--- config.mk ---
export PLATFORM = sky130hd
export DESIGN_NAME = adc_sample_averager
export DESIGN_NICKNAME = d
export VERILOG_FILES = /design/src/rtl/adcv_pkg.sv /design/src/rtl/adcv_out_stage.sv /design/src/rtl/adc_sample_averager.sv
export SDC_FILE = /design/constraint.sdc
export NUM_CORES = 1
export LEC_CHECK = 0
export BUFFER_PORTS_ARGS = -buffer_cell sky130_fd_sc_hd__buf_2
export CORE_ASPECT_RATIO = 1.1
export CORE_MARGIN = 2
export CORE_UTILIZATION = 55
export CTS_CLUSTER_SIZE = 25
export DETAILED_ROUTE_END_ITERATION = 16
export PLACE_DENSITY = 0.83
export SLEW_MARGIN = 30
export SYNTH_ARGS = -nofsm -noshare
export SYNTH_HDL_FRONTEND = slang
export SYNTH_SLANG_ARGS = --single-unit
--- constraint.sdc ---
create_clock -name clock -period 8.7 [get_ports clock]
set_input_delay 0.87 -clock clock [delete_from_list [all_inputs] [get_ports clock]]
set_output_delay 0.87 -clock clock [all_outputs]
set_load 0.02 [all_outputs]
--- src/rtl/adcv_pkg.sv ---
// Shared definitions for the ADC sample averager: state encoding, the data width
// shared with the ADC top level, and the rounding-offset helper.
package adcv_pkg;

   localparam int ADCV_DATA_BITS = 10;

   localparam logic ST_SETTLE = 1'b0;
   localparam logic ST_ACCUM  = 1'b1;

   // Half an LSB of the averaged result; zero when windows are a single sample.
   function automatic int round_offset(input int log2_n);
      return (log2_n == 0) ? 0 : (1 << (log2_n - 1));
   endfunction

endpackage

--- src/rtl/adcv_out_stage.sv ---
// One-entry valid/ready result register for the averager, plus a saturating
// count of results lost because the register was still occupied.
module adcv_out_stage #(
   parameter int DATA_BITS = 10,
   parameter int SUM_BITS  = 14,
   parameter int DROP_BITS = 8
) (
   input  logic                 clock,
   input  logic                 reset,
   input  logic                 load,
   input  logic [DATA_BITS-1:0] avg_in,
   input  logic [SUM_BITS-1:0]  sum_in,
   input  logic                 avg_ready,
   output logic [DATA_BITS-1:0] avg_out,
   output logic [SUM_BITS-1:0]  sum_out,
   output logic                 avg_valid,
   output logic [DROP_BITS-1:0] drop_count
);

   // A new result wins over consumption; it only gets dropped when the old one is still unread.
   always_ff @(posedge clock or negedge reset) begin
      if (!reset) begin
         avg_out    <= '0;
         sum_out    <= '0;
         avg_valid  <= 1'b0;
         drop_count <= '0;
      end else if (load) begin
         if (!avg_valid || avg_ready) begin
            avg_out   <= avg_in;
            sum_out   <= sum_in;
            avg_valid <= 1'b1;
         end else if (drop_count != '1) begin
            drop_count <= drop_count + 1'b1;
         end
      end else if (avg_valid && avg_ready) begin
         avg_valid <= 1'b0;
      end
   end

endmodule

--- src/rtl/adc_sample_averager.sv ---
// Boxcar averager for the ramp ADC: skips settling samples after enable, then
// emits one rounded mean per 2^LOG2_N accepted conversions.
module adc_sample_averager
   import adcv_pkg::*;
#(
   parameter int DATA_BITS = ADCV_DATA_BITS,
   parameter int LOG2_N    = 4,
   parameter int SKIP      = 4,
   parameter int DROP_BITS = 8
) (
   input  logic                        clock,
   input  logic                        reset,
   input  logic                        enable,
   input  logic [DATA_BITS-1:0]        sample_in,
   input  logic                        sample_valid,
   output logic [DATA_BITS-1:0]        avg_out,
   output logic [DATA_BITS+LOG2_N-1:0] sum_out,
   output logic                        avg_valid,
   input  logic                        avg_ready,
   output logic [DROP_BITS-1:0]        drop_count,
   output logic                        busy
);

   localparam int SUM_BITS = DATA_BITS + LOG2_N;
   localparam int CNT_BITS = 8;
   localparam logic [CNT_BITS-1:0] WIN_LAST  = CNT_BITS'((1 << LOG2_N) - 1);
   localparam logic [CNT_BITS-1:0] SKIP_LAST = CNT_BITS'((SKIP > 0) ? SKIP - 1 : 0);
   localparam logic [SUM_BITS:0]   ROUND_ADD = (SUM_BITS + 1)'(round_offset(LOG2_N));

   logic                 state, next_state;
   logic [SUM_BITS-1:0]  acc, next_acc, win_total;
   logic [CNT_BITS-1:0]  cnt, next_cnt;
   logic                 win_done;
   logic                 accept;
   logic [SUM_BITS:0]    rounded;
   logic [DATA_BITS-1:0] win_avg;

   assign accept    = enable && sample_valid;
   assign win_total = acc + SUM_BITS'(sample_in);
   assign rounded   = {1'b0, win_total} + ROUND_ADD;
   assign win_avg   = DATA_BITS'(rounded >> LOG2_N);

   always_ff @(posedge clock or negedge reset) begin
      if (!reset) begin
         state <= ST_SETTLE;
         acc   <= '0;
         cnt   <= '0;
      end else begin
         state <= next_state;
         acc   <= next_acc;
         cnt   <= next_cnt;
      end
   end

   // Dropping enable always restarts settling, so a partial window never leaks out.
   always_comb begin
      next_state = state;
      next_acc   = acc;
      next_cnt   = cnt;
      win_done   = 1'b0;
      if (!enable) begin
         next_state = ST_SETTLE;
         next_acc   = '0;
         next_cnt   = '0;
      end else begin
         case (state)
            ST_SETTLE: begin
               if (SKIP == 0) begin
                  next_state = ST_ACCUM;
               end else if (accept) begin
                  if (cnt == SKIP_LAST) begin
                     next_state = ST_ACCUM;
                     next_cnt   = '0;
                  end else begin
                     next_cnt = cnt + 1'b1;
                  end
               end
            end
            default: begin
               if (accept) begin
                  if (cnt == WIN_LAST) begin
                     win_done = 1'b1;
                     next_acc = '0;
                     next_cnt = '0;
                  end else begin
                     next_acc = win_total;
                     next_cnt = cnt + 1'b1;
                  end
               end
            end
         endcase
      end
   end

   always_comb begin
      busy = (state == ST_ACCUM);
   end

   adcv_out_stage #(
      .DATA_BITS(DATA_BITS),
      .SUM_BITS (SUM_BITS),
      .DROP_BITS(DROP_BITS)
   ) u_out_stage (
      .clock     (clock),
      .reset     (reset),
      .load      (win_done),
      .avg_in    (win_avg),
      .sum_in    (win_total),
      .avg_ready (avg_ready),
      .avg_out   (avg_out),
      .sum_out   (sum_out),
      .avg_valid (avg_valid),
      .drop_count(drop_count)
   );

endmodule
Word level (Yosys, flattened, before mapping)
Index checks and enable logic that the tools add are counted.

Output and inout bits: 34. Bits of input ports: 15. Word-level logic and storage cells: 48. Register bits: 56.

Add/subtract/negate cells: 4. Reduce and logical (&&, ||, !) cells: 9. Bitwise logic cells: 1. Equality and inequality tests: 6. Muxes and demuxes: 21.

Operators by type and width (count): two-way mux 14 bit (4); two-way mux 8 bit (6); adder 8 x 1 -> 8 bit (second input constant) (2); adder 14 x 10 -> 14 bit (1); adder 14 x 4 -> 14 bit (second input constant) (1); two-way mux 1 bit (11); equality test 8 x 2 -> 1 bit (second input constant) (1); equality test 8 x 4 -> 1 bit (second input constant) (1); != test 8 bit (second input constant) (1); AND reduction 2 bit (3); != test 2 x 1 -> 1 bit (second input constant) (2); AND reduction 3 bit (1); logical AND 1 bit (2); != test 2 bit (second input constant) (1); nonzero test 2 bit (1); zero test 1 bit (1); logical OR 1 bit (1); inverter 1 bit (1).

Logic depth before layout (Yosys ltp)
Gate-level depths: netlist of the first run.

Depth in word-level cells: 7. Gate-level depth with buffers: 11.

By module
From an unflattened synthesis of the first run, not the netlist that was laid out.

Cells, all modules: 293. Area, all modules: 3233.1 µm².

Modules (own cells, without submodules): adc_sample_averager (cells an instance 197, area an instance 1773.0 µm², times used 1, seq. area each 575.6 µm²); adcv_out_stage (cells an instance 96, area an instance 1460.2 µm², times used 1, seq. area each 825.8 µm²).

Worst setup path before layout of the first run
No wires, ideal clock.

Path kind: input-to-reg. From: input sample_in[5]. To: register u_out_stage.avg_out[9]. Setup slack: 5114 ps. Path buffers: 0. Stages on the path: 9. Setup time: 92 ps. Data required time: 8608 ps. Arrival: 3494 ps. Cell sequence: ha_1 > or4_4 > or2_0 > o32ai_2 > xnor2_2 > nor4b_4 > or3b_1 > o31a_1 > o31ai_2.

Word-level cells in the longest chain between the ends: 2.

RTL lines: from (decl) (RTL line adc_sample_averager.sv:14) `input logic [DATA_BITS-1:0] sample_in,`; adder 14 x 10 -> 14 bit (RTL line adc_sample_averager.sv:39) `assign win_total = acc + SUM_BITS'(sample_in);`; adder 14 x 4 -> 14 bit (RTL line adc_sample_averager.sv:40) `assign rounded = {1'b0, win_total} + ROUND_ADD;`; to (signal assigned) (RTL line adcv_out_stage.sv:29) `avg_out <= avg_in;`; to (decl) (RTL line adcv_out_stage.sv:14) `output logic [DATA_BITS-1:0] avg_out,`.

Every way passes these cells. A chain may end at the register's enable or synchronous reset.

Worst setup path in the final report of the first run
Same ends and word-level chain as after synthesis.

==> impl_metrics.env, run 1 <==
export IMPL_async_reset_ff_share_pct=100
export IMPL_worst_ep_required_time_ns=8.93
export IMPL_maxSlewViolCount=0
export IMPL_period_minus_slack_ns=3.60
export IMPL_slowest_stage="or4_4"
export IMPL_via_count=2416
export IMPL_core_area_mm2=0.00533
export IMPL_netSwitchingPower_uw=112
export IMPL_final_common_cell="dfrtp_1"
export IMPL_die_h_um=81.5
export IMPL_grt_pass1_vias=2327
export IMPL_synth_edff_count=0
export IMPL_grt_overflow=0
export IMPL_routed_wl_um=6340
export IMPL_cts_setup_buffers=0
export IMPL_cp_top_family="simple AND/OR/NAND/NOR gates"
export IMPL_cap_violations=0
export IMPL_htree_levels=2
export IMPL_avgSynthCellArea_um2=9.91
export IMPL_synth_cell_types=53
export IMPL_p_comb_share_pct=7.1
export IMPL_crit_cells=10
export IMPL_switching_share_pct=23.7
export IMPL_path_class="in2reg"
export IMPL_drc=0
export IMPL_ir_worst_vdd_uv=101
export IMPL_crit_chain="buf_2 -> ha_1 -> or4_4 -> or2_0 -> o32ai_2 -> xnor2_2 -> nor4b_4 -> or3b_1 -> o31a_1 -> o31ai_2"
export IMPL_p_clk_share_pct=37.4
export IMPL_worst_pin_slew_ns=0.694
export IMPL_p_per_area_mw_per_mm2=137
export IMPL_synth_flop_cell="dfrtp_1"
export IMPL_antenna_found_initial=0
export IMPL_period_share_pct=41.4
export IMPL_syn_cell_area_mm2=0.00300
export IMPL_p_int_uw=360
export IMPL_cts_hold_buffers=0
export IMPL_clkLatencyLatePin_ns=0.32
export IMPL_cts_buffers_inserted=5
export IMPL_finalSetupViolCount=0
export IMPL_postSynthCellCount=303
export IMPL_skew_ns=0.00648
export IMPL_dr_pass1_iters=7
export IMPL_path_max_fanout=8
export IMPL_grt_first_pass_wirelength_um=10600
export IMPL_path_buf_inv=1
export IMPL_numPortBuffers=48
export IMPL_hold_path_class="reg2reg"
export IMPL_synth_nets=332
export IMPL_finalWeightedCongestion=0.869
export IMPL_hold_viol=0
export IMPL_worstHoldStart="u_out_stage.avg_out[4]$_DFFE_PN0P_"
export IMPL_syn_to_final_growth_pct=14.8
export IMPL_grt_max_degree=57
export IMPL_whs_path_depth=2
export IMPL_slew_headroom_pct=53.8
export IMPL_cts_tree="built"
export IMPL_start_util_pct=56.4
export IMPL_ys_ff_latch=56
export IMPL_clk_path_buf_depth=2
export IMPL_ant_nets=0
export IMPL_worst_r2r_path_depth=9
export IMPL_fin_setup_tns_ns=0
export IMPL_clk_pin_slew_worst_paths_ns=0.10
export IMPL_drt_iter0_markers=141
export IMPL_top_level_ports=49
export IMPL_routedWlPerCell_um=14.7
export IMPL_crit_start="sample_in[5]"
export IMPL_power_uw=472
export IMPL_dieArea_mm2=0.00606
export IMPL_synth_warnings=0
export IMPL_yosysTopAreaCellShare_pct=46.7
export IMPL_synth_seq_area_share_pct=46.7
export IMPL_cp_slowest_stage_delay_ns=0.60
export IMPL_n_antenna_cell=0
export IMPL_placed_area_mm2=0.00333
export IMPL_ctsResizeCount=0
export IMPL_die_x_um=74.4
export IMPL_cts_sinks=56
export IMPL_mostFrequentLayoutCells="dfrtp_1, nand2_1, buf_2"
export IMPL_p_leak_nw=1.68
export IMPL_synth_area_top_cells="dfrtp_1, nand2_1, o21ai_0, ha_1, xnor2_1"
export IMPL_r2r_start="acc[5]$_DFFE_PN0P_"
export IMPL_avgViaCountPerCell=5.61
export IMPL_stdcell_area_mm2=0.00345
export IMPL_num_rows=28
export IMPL_grt_usage_pct=22.4
export IMPL_rsz0062_at_grt="no"
export IMPL_worstSetupStartpointType="primary input"
export IMPL_place_hpwl_um=4570
export IMPL_cts_root_buf="clkbuf_8"
export IMPL_cp_arrival_ns=3.83
export IMPL_status="complete, no violations"
export IMPL_yosysTopAreaCell="dfrtp_1"
export IMPL_end_kind="register"
export IMPL_fmax_ghz=0.278
export IMPL_final_nets=384
export IMPL_drive_gt1_share_pct=21.6
export IMPL_seqPwrFrac_pct=55.5
## layout make-up
type	instances	area, um^2
clock buffer	5	68.8
clock inverter	3	46.3
fill	491	1880
inverter	6	22.5
multi-input combinational	235	1550
sequential	56	1400
tap	75	93.8
timing repair buffer	51	263
## cells by family (layout without fill, tap and decap cells)
family / Yosys count / after routing / share of synthesized area [%]
and+or+nand+nor: 114 / 114 / 19.5
xor gates and xnor gates: 27 / 27 / 8.38
buffers and inverters: 12 / 65 / 1.63
AOI/OAI and AO/OA: 79 / 79 / 17.4
muxes: 1 / 1 / 0.375
adders and majority gates: 14 / 14 / 6.09
DFF: 56 / 56 / 46.7
## cell usage after synthesis, types with 2 or more instances
| library cell | n |
|---|---|
| a21o_1 | 2 |
| nand4_1 | 9 |
| nand3_1 | 7 |
| xnor2_1 | 14 |
| xor2_1 | 11 |
| nand2b_1 | 2 |
| o21ai_0 | 37 |
| o21ai_1 | 5 |
| clkbuf_1 | 5 |
| o31ai_1 | 2 |
| inv_1 | 6 |
| a22o_1 | 4 |
| nor4_1 | 5 |
| nor2b_1 | 4 |
| o21a_1 | 2 |
| ha_1 | 13 |
| a21oi_1 | 11 |
| xnor2_2 | 2 |
| nand2_1 | 55 |
| dfrtp_1 | 56 |
| and3_1 | 6 |
| or4_1 | 2 |
| nor2_1 | 8 |
| or3_1 | 2 |
| nor3_1 | 5 |
## through the flow
step / hold slack [ns] / cells / utilization [%] / worst slack, ns
3_3_place_gp: 0.456 / 423 / 62.6 / 4.93
5_1_grt: 0.521 / 431 / 64.7 / 5.04
4_1_cts: 0.489 / 431 / 64.7 / 5.13
6_report: 0.482 / 431 / 64.7 / 5.10
3_5_place_dp: 0.466 / 423 / 62.6 / 4.80
2_1_floorplan: 0.454 / 303 / - / 5.11
## routing by layer
layer | GRT usage [%] | up-vias | share of wire, %
li1 | - | 1186 | -
met1 | 29.3 | 1151 | 44
met2 | 37.9 | 72 | 50
met3 | 4.17 | 7 | 5.1
met4 | 6.25 | 0 | 1.3
met5 | 0 | - | 0
## worst paths after layout
| path | to | slack (ns) |
|---|---|---|
| worst min-delay path | u_out_stage.avg_out[4]$_DFFE_PN0P_ | 0.48 |
| max in group asynchronous | cnt[7]$_DFFE_PN0P_ | 7.56 |
| min in group asynchronous | acc[1]$_DFFE_PN0P_ | 0.66 |
| worst max-delay path | u_out_stage.avg_out[9]$_DFFE_PN0P_ | 5.10 |
| worst min register to register | u_out_stage.avg_out[4]$_DFFE_PN0P_ | 0.48 |
| worst max register to register | u_out_stage.avg_out[9]$_DFFE_PN0P_ | 5.36 |
## sequential cells by signal (all words and copies together), names as in the netlist
signal	flops
u_out_stage.drop_count	8
cnt	8
u_out_stage.avg_valid	1
u_out_stage.sum_out	14
busy	1
u_out_stage.avg_out	10
acc	14
## worst reg2reg max path: stages (launching register included)
cell     delay [ns]
dfrtp_1        0.40
ha_1           0.29
or4_4          0.60
or2_0          0.23
o32ai_2        0.26
xnor2_2        0.20
nor4b_4        0.27
or3b_1         0.43
o31a_1         0.33
o31ai_2        0.23
## power by group through the flow
stage | logic (mW) | clock network, mW | registers [mW]
final | 0.0335 | 0.177 | 0.262
after global routing | 0.0373 | 0.193 | 0.262
after CTS | 0.0338 | 0.181 | 0.262
after detailed placement | 0.0334 | 0 | 0.267
after global placement | 0.0329 | 0 | 0.267
after floorplan | 0.0187 | 0 | 0.267
Note: power is estimated with default switching activity, not from simulation.
==> inputs of run 2 (changes only) <==
- clock period: 8.7 -> 3.5 ns (I/O delays scaled with it)
==> impl_metrics.env, run 2 (synthesis gave the netlist of run 1 again) <==
export IMPL_status="finished with violations"
export IMPL_violations="negative hold slack"
export IMPL_end_kind="register"
export IMPL_ctsResizeCount=0
export IMPL_hold_ws_ns=-0.00592
export IMPL_drive_gt1_share_pct=22.0
export IMPL_drt_iter0_markers=197
export IMPL_grt_max_degree=43
export IMPL_path_class="reg2reg"
export IMPL_drc=0
export IMPL_fin_util_pct=64.7
export IMPL_start_util_pct=56.4
export IMPL_routedWlPerCell_um=14.5
export IMPL_num_rows=28
export IMPL_antenna_found_initial=0
export IMPL_cts_sinks=56
export IMPL_clk_path_buf_depth=2
export IMPL_ant_nets=0
export IMPL_slowest_stage="or4_4"
export IMPL_power_mw=1.09
export IMPL_grt_first_pass_wirelength_um=10600
export IMPL_mostFrequentLayoutCells="dfrtp_1, nand2_1, buf_2"
export IMPL_worstSetupStartpointType="register"
export IMPL_hold_path_class="in2async"
export IMPL_syn_to_final_growth_pct=14.8
export IMPL_cts_tree="built"
export IMPL_final_nets=387
export IMPL_cts_setup_buffers=0
export IMPL_period_minus_slack_ns=3.23
export IMPL_seq_area_mm2=0.00140
export IMPL_finalWeightedCongestion=0.923
export IMPL_clkLatencyLatePin_ns=0.31
export IMPL_die_x_um=74.4
export IMPL_cap_violations=0
export IMPL_fin_cells=434
export IMPL_maxSlewViolCount=0
export IMPL_final_common_cell="dfrtp_1"
export IMPL_p_leak_nw=1.68
export IMPL_fmax_ghz=0.309
export IMPL_cts_root_buf="clkbuf_8"
export IMPL_multi_input_area_mm2=0.00155
export IMPL_skew_ns=0.00621
export IMPL_cts_hold_buffers=0
export IMPL_path_max_fanout=7
export IMPL_cts_buffers_inserted=5
export IMPL_via_count=2448
export IMPL_place_hpwl_um=4690
export IMPL_fin_setup_tns_ns=0
export IMPL_placed_cells=426
export IMPL_grt_usage_pct=22.4
export IMPL_crit_chain="ha_1 -> or4_4 -> or2_0 -> o32ai_2 -> xnor2_2 -> nor4b_4 -> or3b_1 -> o31a_1 -> o31ai_2"
export IMPL_numPortBuffers=48
export IMPL_dieArea_mm2=0.00606
export IMPL_die_h_um=81.5
export IMPL_worst_pin_slew_ns=0.627
export IMPL_period_share_pct=92.4
export IMPL_clk_pin_slew_worst_paths_ns=0.10
export IMPL_routed_wl_um=6300
export IMPL_fillers=469
export IMPL_grt_pass1_vias=2384
export IMPL_core_area_mm2=0.00533
export IMPL_dr_pass1_iters=4
export IMPL_cp_arrival_ns=3.46
export IMPL_hold_viol=11
export IMPL_top_level_ports=49
export IMPL_slew_headroom_pct=58.2
export IMPL_htree_levels=2
export IMPL_avgViaCountPerCell=5.64
export IMPL_n_antenna_cell=0
export IMPL_rsz0062_at_grt="no"
export IMPL_worst_ep_required_time_ns=3.73
export IMPL_largestRegisters="acc (14), u_out_stage.sum_out (14), u_out_stage.avg_out (10)"
export IMPL_path_buf_inv=0
export IMPL_cp_top_family="simple AND/OR/NAND/NOR gates"
export IMPL_cp_slowest_stage_delay_ns=0.55
export IMPL_finalSetupViolCount=0
export IMPL_p_per_area_mw_per_mm2=316
export IMPL_grt_overflow=0
export IMPL_ir_worst_vdd_uv=241
run 2: cell types whose count changed in the layout (fill, tap and decap cells not counted):
cell        delta
bufinv_16      -1
inv_8          -1
clkbuf_1       +1
clkinv_2       -1
clkinv_4       +1
buf_2          -1
clkinvlp_4     +1
buf_4          +4
run 2: metal layers:
metal	track usage (%)	up-vias	routed length (um)
li1	-	1196	-
met1	28.2	1173	2770
met2	39.3	69	3150
met3	4.17	10	286
met4	6.43	0	89
met5	0	-	0
run 2: final cells by class:
cell class	count	share of cell area, %
clock buffers	6	2.11
flip-flops and latches	56	40.7
multi-input cells	235	45.0
repair buffers	54	8.35
clock inverters	2	0.472
well taps	75	2.72
inverters	6	0.654
run 2: per-stage QoR:
stage	cell area, um^2	worst slack, ns
5_1_grt	3450	0.0937
6_report	3450	0.268
2_1_floorplan	3000	0.430
3_3_place_gp	3350	0.279
3_5_place_dp	3350	0.186
4_1_cts	3440	0.250
run 2: worst paths after layout:
| kind | from | end | slack (ns) | cells past startpoint |
|---|---|---|---|---|
| max in group asynchronous | reset | u_out_stage.sum_out[5]$_DFFE_PN0P_ | 2.90 | 2 |
| min in group clock | enable | busy$_DFF_PN0_ | 0.33 | 2 |
| worst min-delay path | reset | u_out_stage.avg_out[6]$_DFFE_PN0P_ | -0.006 | 1 |
| worst max-delay path | acc[4]$_DFFE_PN0P_ | u_out_stage.avg_out[9]$_DFFE_PN0P_ | 0.27 | 9 |
| worst min register to register | u_out_stage.sum_out[2]$_DFFE_PN0P_ | u_out_stage.sum_out[2]$_DFFE_PN0P_ | 0.48 | 2 |
| worst max register to register | acc[4]$_DFFE_PN0P_ | u_out_stage.avg_out[9]$_DFFE_PN0P_ | 0.27 | 9 |
run 2: power breakdown:
part	switching (mW)	internal [mW]
sequential	0.00222	0.649
combinational	0.0544	0.0316
clock	0.210	0.143
==> inputs of run 3 (changes only) <==
- CORE_UTILIZATION: 55 -> 49
- PLACE_DENSITY: 0.83 -> 0.76
==> impl_metrics.env, run 3 (synthesis gave the netlist of run 1 again) <==
export IMPL_n_antenna_cell=0
export IMPL_dr_pass1_iters=4
export IMPL_top_level_ports=49
export IMPL_grt_pass1_vias=2416
export IMPL_routedWlPerCell_um=14.9
export IMPL_ant_nets=0
export IMPL_drt_iter0_markers=130
export IMPL_antenna_found_initial=0
export IMPL_cts_setup_buffers=0
export IMPL_worst_pin_slew_ns=0.605
export IMPL_grt_first_pass_wirelength_um=11200
export IMPL_period_share_pct=94.0
export IMPL_slew_headroom_pct=59.7
export IMPL_drive_gt1_share_pct=22.2
export IMPL_clk_path_buf_depth=2
export IMPL_slowest_stage="or4_4"
export IMPL_fmax_ghz=0.304
export IMPL_path_max_fanout=7
export IMPL_die_x_um=78.6
export IMPL_cts_tree="built"
export IMPL_status="finished with violations"
export IMPL_seqPwrFrac_pct=55.8
export IMPL_finalSetupViolCount=0
export IMPL_cts_hold_buffers=0
export IMPL_syn_to_final_growth_pct=15.9
export IMPL_die_h_um=86.1
export IMPL_numPortBuffers=48
export IMPL_mostFrequentLayoutCells="dfrtp_1, nand2_1, buf_2"
export IMPL_cp_arrival_ns=3.51
export IMPL_routed_wl_um=6490
export IMPL_worstSetupStartpointType="register"
export IMPL_hold_path_class="in2async"
export IMPL_cp_top_family="simple AND/OR/NAND/NOR gates"
export IMPL_start_util_pct=51.4
export IMPL_fin_cells=437
export IMPL_htree_levels=2
export IMPL_num_rows=29
export IMPL_grt_overflow=0
export IMPL_power_mw=1.17
export IMPL_crit_chain="ha_1 -> or4_4 -> or2_0 -> o32ai_2 -> xnor2_2 -> nor4b_4 -> or3b_1 -> o31a_1 -> o31ai_2"
export IMPL_cts_root_buf="clkbuf_8"
export IMPL_p_leak_nw=1.70
export IMPL_fin_util_pct=59.5
export IMPL_avgViaCountPerCell=5.60
export IMPL_skew_ns=0.00806
export IMPL_place_hpwl_um=4910
export IMPL_clk_pin_slew_worst_paths_ns=0.10
export IMPL_placed_cells=429
export IMPL_path_class="reg2reg"
export IMPL_p_int_uw=898
export IMPL_dieArea_mm2=0.00677
export IMPL_switching_share_pct=23.1
export IMPL_end_kind="register"
export IMPL_cts_sinks=56
export IMPL_cp_slowest_stage_delay_ns=0.56
export IMPL_core_area_mm2=0.00584
export IMPL_grt_max_degree=43
export IMPL_path_buf_inv=0
export IMPL_drc=0
export IMPL_hold_ws_ns=-0.00474
export IMPL_cts_buffers_inserted=5
export IMPL_ctsResizeCount=0
export IMPL_netSwitchingPower_uw=270
export IMPL_period_minus_slack_ns=3.29
export IMPL_maxSlewViolCount=0
export IMPL_final_nets=388
export IMPL_worst_ep_required_time_ns=3.72
export IMPL_grt_usage_pct=20.7
export IMPL_violations="negative hold slack"
export IMPL_via_count=2447
export IMPL_finalWeightedCongestion=0.884
export IMPL_p_comb_share_pct=7.6
export IMPL_rsz0062_at_grt="no"
export IMPL_ir_worst_vdd_uv=250
export IMPL_clkLatencyLatePin_ns=0.31
export IMPL_fin_setup_tns_ns=0
export IMPL_p_per_area_mw_per_mm2=336
export IMPL_cap_violations=0
export IMPL_hold_viol=9
export IMPL_p_clk_share_pct=36.7
export IMPL_largestRegisters="acc (14), u_out_stage.sum_out (14), u_out_stage.avg_out (10)"
export IMPL_final_common_cell="dfrtp_1"
## run 3: layout make-up
type | count | area, um^2
clock buffer | 6 | 72.6
inverter | 6 | 22.5
timing repair buffer | 55 | 295
fill | 509 | 2360
tap | 77 | 96.3
multi-input combinational | 235 | 1550
clock inverter | 2 | 38.8
sequential | 56 | 1400
## run 3: worst paths after layout
path                       cells after the start  slack [ns]                                from                                  end
setup / recovery                               9        0.21                  acc[4]$_DFFE_PN0P_   u_out_stage.avg_out[9]$_DFFE_PN0P_
hold / removal                                 1      -0.005                               reset                   acc[8]$_DFFE_PN0P_
setup reg to reg                               9        0.21                  acc[4]$_DFFE_PN0P_   u_out_stage.avg_out[9]$_DFFE_PN0P_
hold reg to reg                                2        0.48  u_out_stage.sum_out[6]$_DFFE_PN0P_   u_out_stage.sum_out[6]$_DFFE_PN0P_
max in group asynchronous                      2        2.89                               reset  u_out_stage.sum_out[12]$_DFFE_PN0P_
min in group clock                             2        0.34                              enable                       busy$_DFF_PN0_
## run 3: metrics by stage
stage / area, um^2 / worst slack [ns]
3_3_place_gp: 3360 / 0.277
4_1_cts: 3480 / 0.217
2_1_floorplan: 3000 / 0.430
3_5_place_dp: 3360 / 0.137
5_1_grt: 3480 / 0.0428
6_report: 3480 / 0.212
## run 3: per-layer routing
metal  part of all wire (%)  track usage (%)
met1                     44             26.4
met4                    2.8             9.09
met5                      0                0
met2                     49             34.4
met3                    4.9             4.11
## run 3: power by group through the flow
stage	combinational, mW	clock [mW]	sequential [mW]
final	0.0883	0.428	0.651
after global routing	0.0997	0.467	0.652
after CTS	0.0889	0.439	0.651
after detailed placement	0.0886	0	0.664
after global placement	0.0861	0	0.664
after floorplan	0.0465	0	0.664
